--- src/rtl/irq_collector.sv ---
// Interrupt collector: edge-detects a pulse vector into pending bits and presents the
// lowest-index enabled pending source to the CPU as a level request with an ack handshake.
module irq_collector #(
  parameter int NUM_IRQ    = 15,
  parameter int ID_W       = 4,
  parameter int GAP_CYCLES = 2,
  parameter int CNT_W      = 16
) (
  input  logic               clk_100,
  input  logic               rst_100,
  input  logic [NUM_IRQ-1:0] irq_in,
  input  logic [NUM_IRQ-1:0] irq_en,
  input  logic               ack_valid,
  input  logic [ID_W-1:0]    ack_id,
  input  logic               miss_clr,
  output logic               irq_out,
  output logic [ID_W-1:0]    irq_id,
  output logic [NUM_IRQ-1:0] pending,
  output logic [CNT_W-1:0]   miss_cnt,
  output logic               ack_err
);

  typedef enum logic [1:0] {IDLE, ACTIVE, GAP} state_t;

  localparam int GAP_W = (GAP_CYCLES > 1) ? $clog2(GAP_CYCLES) : 1;

  state_t             state_reg, state_next;
  logic [ID_W-1:0]    irq_id_reg, irq_id_next;
  logic [GAP_W-1:0]   gap_cnt_reg, gap_cnt_next;
  logic [NUM_IRQ-1:0] irq_d_reg;
  logic [NUM_IRQ-1:0] pending_reg;
  logic [CNT_W-1:0]   miss_cnt_reg;
  logic               ack_err_reg;

  logic [NUM_IRQ-1:0] rise;
  logic [NUM_IRQ-1:0] clr_mask;
  logic               ack_accept;
  logic               miss_any;
  logic               sel_valid;
  logic [ID_W-1:0]    sel_id;

  assign rise       = irq_in & ~irq_d_reg;
  assign ack_accept = (state_reg == ACTIVE) && ack_valid && (ack_id == irq_id_reg);

  genvar gi;
  generate
    for (gi = 0; gi < NUM_IRQ; gi++) begin : g_clr
      assign clr_mask[gi] = ack_accept && (irq_id_reg == ID_W'(gi));
    end
  endgenerate

  // A rise on a bit being acked in the same cycle re-pends it and is not a lost edge
  assign miss_any = |(rise & pending_reg & ~clr_mask);

  always_comb begin
    sel_valid = |(pending_reg & irq_en);
    sel_id    = '0;
    for (int i = NUM_IRQ - 1; i >= 0; i--) begin
      if (pending_reg[i] && irq_en[i]) sel_id = ID_W'(i);
    end
  end

  always_comb begin
    state_next   = state_reg;
    irq_id_next  = irq_id_reg;
    gap_cnt_next = gap_cnt_reg;
    case (state_reg)
      IDLE: begin
        if (sel_valid) begin
          irq_id_next = sel_id;
          state_next  = ACTIVE;
        end
      end
      ACTIVE: begin
        if (ack_accept) begin
          state_next   = GAP;
          gap_cnt_next = '0;
        end
      end
      GAP: begin
        if (gap_cnt_reg == GAP_W'(GAP_CYCLES - 1)) state_next = IDLE;
        else gap_cnt_next = gap_cnt_reg + 1'b1;
      end
      default: state_next = IDLE;
    endcase
  end

  always_ff @(posedge clk_100) begin
    if (rst_100) begin
      state_reg    <= IDLE;
      irq_id_reg   <= '0;
      gap_cnt_reg  <= '0;
      irq_d_reg    <= '1;  // inputs already high at reset must not fire
      pending_reg  <= '0;
      miss_cnt_reg <= '0;
      ack_err_reg  <= 1'b0;
    end else begin
      state_reg   <= state_next;
      irq_id_reg  <= irq_id_next;
      gap_cnt_reg <= gap_cnt_next;
      irq_d_reg   <= irq_in;
      pending_reg <= (pending_reg & ~clr_mask) | rise;
      ack_err_reg <= ack_valid && !ack_accept;
      if (miss_clr) miss_cnt_reg <= '0;
      else if (miss_any && (miss_cnt_reg != '1)) miss_cnt_reg <= miss_cnt_reg + 1'b1;
    end
  end

  assign irq_out  = (state_reg == ACTIVE);
  assign irq_id   = irq_id_reg;
  assign pending  = pending_reg;
  assign miss_cnt = miss_cnt_reg;
  assign ack_err  = ack_err_reg;

endmodule

--- config.mk ---
export PLATFORM = sky130hd
export DESIGN_NAME = irq_collector
export DESIGN_NICKNAME = d
export VERILOG_FILES = /design/src/rtl/irq_collector.sv
export SDC_FILE = /design/constraint.sdc
export NUM_CORES = 1
export LEC_CHECK = 0
export ABC_AREA = 1
export CAP_MARGIN = 20
export CORE_AREA = 3 3 104 106
export CTS_CLUSTER_SIZE = 12
export DETAILED_ROUTE_END_ITERATION = 7
export DIE_AREA = 0 0 107 109
export PLACE_DENSITY_LB_ADDON = 0.25
export REMOVE_ABC_BUFFERS = 1
export SLEW_MARGIN = 20
export SYNTH_ARGS = -nofsm -noshare
export SYNTH_HDL_FRONTEND = slang
export SYNTH_SLANG_ARGS = --single-unit
--- constraint.sdc ---
create_clock -name clk_100 -period 2.08 [get_ports clk_100]
set_input_delay 0.416 -clock clk_100 [delete_from_list [all_inputs] [get_ports clk_100]]
set_output_delay 0.416 -clock clk_100 [all_outputs]
set_load 0.01 [all_outputs]
==> results.toml <==
[layout]
multi_input_area_sq_um = 1690
fillers = 1032
final_cell_mix = "133 x nand2_1, 69 x clkdlybuf4s50_1, 54 x inv_1, 53 x nor2_1, 50 x dfxtp_1"
largest_register_ffs = 16
final_common_cell = "nand2_1"
regArea_sq_um = 1090
n_antenna_cell = 0
final_area_sq_um = 4340
layout.nets = 602
area_growth_pct = 44.9
drive_above_1_share_pct = 17.4

[grt]
globalRouteTotalUtil_pct = 15.1
grt_pass1_wl_mm = 14.2
antenna_found_initial = 0
grt_pass1_vias = 3044
grt_max_degree = 17
grt-ovfl-total = 0

[logic_synthesis]
synth_area_per_cell_sq_um = 6.64
synth_area_sq_um = 2990
synth_warnings = 0
synth-seq-cells = 54
ys_types = 31
synth_mux_area_share_pct = 0
synthAdderAreaFrac_pct = 0.418
yosysSeqAreaShare_pct = 36.1
yosys.area_share.simple_pct = 41.0
synth_top_family_by_area = "simple AND/OR/NAND/NOR gates"
yosysTopAreaCell = "dfxtp_1"
netlist.area_leader.share_pct = 36.1
synthTopCellsByArea = "dfxtp_1 36%, nand2_1 17%, inv_1 6.8%, nor2_1 6.8%, a21oi_1 6.0%"
synth_xor_area_share_pct = 4.64
syn_inst = 451
synth_compound_area_share_pct = 8.03

[clock_network]
clk_path_buf_depth = 2
cts_root_buf = "clkbuf_8"
clock_latency_ps = 310
cts_buffers = 5
cts_num_sinks = 54
tritoncts = "built"
htreeDepth = 2
clk_pin_slew_worst_paths_ps = 100

[pwr]
pwr-share-seq_pct = 45.7
leakage_nw = 1.80
powerDensity_nw_per_um2 = 579
power_frac_comb_pct = 26.2
clock_power_share_pct = 28.1
total_power_mw = 2.51
intPower_mw = 1.76
switching_share_pct = 30.0
switchingPower_mw = 0.754
vdd_ir_drop_max_mv = 0.331

[worst_hold_path]
hold_path.class = "flip-flop to flip-flop"
hp-start = "gap_cnt_reg$_SDFFE_PP0P_"
hold_end = "gap_cnt_reg$_SDFFE_PP0P_"
hold_depth = 2

[floorplanning]
pin_count = 75
die_w_um = 107
rows = 36
die_y_um = 109
start_util_pct = 30.3
core-area_sq_um = 9860
dieArea_sq_um = 11700

[detailed_routing]
via_count = 3116
viasPerCell = 4.47
first_pass_iters = 4
ant_nets = 0
wl_mm = 8.43
wire_per_inst_um = 12.1
drt-initial-drc-count = 85
post-route-drc-count = 0

[placed_design]
place_hpwl_mm = 6.46
io_buffers = 74
gp_congestion = 0.871
post_dp_cell_area_sq_um = 4080

[timing]
final-hold-violation-count = 0
rsz0062_at_grt = "yes"
setup_tns_ps = 0
finClkSkew_ps = 11.3
hold_ws_ps = 465
setup_viol = 0
slew_headroom_pct = 65.9
tightestPinTransition_ps = 511
maxSlewViolCount = 0
max_freq_mhz = 524
timing.final.crit_share_pct = 91.7
min_period_ps = 1910

[critical_path]
reg2reg_depth = 13
critPathMostFrequentCell = "nand2_1"
path_buf_inv = 2
ff2ff_setup_slack_ps = 170
cpLargestDelayFamily = "simple AND/OR/NAND/NOR gates"
worst_setup_path_start_kind = "flip-flop"
crit_chain = "inv_2, nand2_2, nand2_4, nor2_4, nand4_1, nand2_1, nand2_1, nor2_2, nand2_2, o21ai_4, buf_6, nand2_1, a21oi_1"
crit_slowest_cell = "dfxtp_4"
cp_data_arrival_time_ps = 2160
reg2reg_from = "irq_id[0]$_SDFFE_PP0P_"
reg2reg_to = "miss_cnt[5]$_SDFFE_PP0P_"
cp.required_ps = 2330
cp.depth = 13
critical_path.max_stage_delay_ps = 390
timing_worst_setup_path_type = "flip-flop to flip-flop"
critPathCaptureType = "flip-flop"
path_max_fanout = 8

[job]
maxCapViolCount = 0

[run_status]
outcome = "finished, final reports clean"
-- per-layer routing --
metal,global-route usage (%),up-vias,wire (um)
li1,-,1635,-
met1,18.8,1406,3940
met2,26.9,65,4020
met3,2.78,10,357
met4,4.02,0,111
met5,0,-,0
-- worst reg2reg max path, cell delays in order (launching register included) --
cell and delay, ps:
dfxtp_4 390, inv_2 50, nand2_2 70, nand2_4 90, nor2_4 210, nand4_1 160, nand2_1 100, nand2_1 70
nor2_2 130, nand2_2 90, o21ai_4 150, buf_6 160, nand2_1 60, a21oi_1 110
-- stage by stage --
stage	util, %	instances	setup WS (ps)
floorplan	-	440	-19.9
global placement	41.3	676	-424
detailed placement	41.3	676	-446
CTS	43.9	697	22.0
global route	44.0	697	-1.96
finish	44.0	697	172
-- worst max-delay path by stage --
stage / startpoint / endpoint / slack [ps]
final: irq_id[0]$_SDFFE_PP0P_ / miss_cnt[5]$_SDFFE_PP0P_ / 170
after global placement: ack_id[1] / miss_cnt[5]$_SDFFE_PP0P_ / -420
after global routing: irq_id[0]$_SDFFE_PP0P_ / miss_cnt[9]$_SDFFE_PP0P_ / -2
after detailed placement: ack_id[1] / miss_cnt[10]$_SDFFE_PP0P_ / -450
after floorplan: miss_cnt[0]$_SDFFE_PP0P_ / miss_cnt[1]$_SDFFE_PP0P_ / -20
after CTS: irq_id[3]$_SDFFE_PP0P_ / miss_cnt[13]$_SDFFE_PP0P_ / 20
-- cells by family (layout without fill, tap and decap cells) --
| group | Yosys count | in the layout |
|---|---|---|
| AND/OR/NAND/NOR | 269 | 271 |
| AO/OA/AOI/OAI | 44 | 44 |
| buffers and inverters | 68 | 179 |
| adder cells (fa/ha/maj) | 1 | 1 |
| flip-flops | 54 | 54 |
| XOR/XNOR | 15 | 15 |
-- cell type report --
type                       count  share of cell area, %
clock buffer                   7                   1.76
clock inverter                 1                  0.692
inverter                      57                   4.93
multi-input combinational    331                   38.9
sequential                    54                   25.2
tap                          133                   3.84
timing repair buffer         114                   24.6
-- synthesized netlist by cell type --
| master | n |
|---|---|
| clkbuf_1 | 6 |
| a21oi_1 | 36 |
| nand3_1 | 26 |
| nor2_1 | 54 |
| nand2_4 | 2 |
| nor3_1 | 4 |
| o21ai_4 | 1 |
| nor2b_1 | 1 |
| buf_4 | 1 |
| nand3_2 | 1 |
| buf_8 | 1 |
| o21bai_1 | 1 |
| nor2_2 | 3 |
| buf_6 | 3 |
| or2_2 | 15 |
| nand2_1 | 137 |
| o21ai_0 | 4 |
| xnor2_1 | 4 |
| xor2_1 | 10 |
| o31ai_1 | 1 |
| ha_1 | 1 |
| nor2_8 | 2 |
| a21oi_2 | 1 |
| inv_2 | 3 |
| dfxtp_1 | 54 |
| inv_1 | 54 |
| nand4_1 | 13 |
| nor4_1 | 3 |
| xnor2_2 | 1 |
| nand4_2 | 3 |
| nand2_2 | 5 |
-- what timing repair did --
| action | 4_1_cts | 5_1_grt |
|---|---|---|
| setup buffers | 10 | 2 |
| resized for setup | 13 | 14 |
| pin swaps | 14 | 18 |
| endpoints found under the setup margin | 15 | 17 |
| hold buffers | 0 | 0 |
| gates cloned | 3 | 0 |
-- power groups by stage --
| stage | sequential, mW | clock (mW) | combinational, mW |
|---|---|---|---|
| after floorplan | 1.17 | 0 | 0.302 |
| after global placement | 1.16 | 0 | 0.610 |
| after detailed placement | 1.16 | 0 | 0.620 |
| after CTS | 1.14 | 0.742 | 0.682 |
| after global routing | 1.16 | 0.777 | 0.726 |
| final | 1.15 | 0.705 | 0.658 |
No activity file was read; power rests on OpenSTA's default activity.
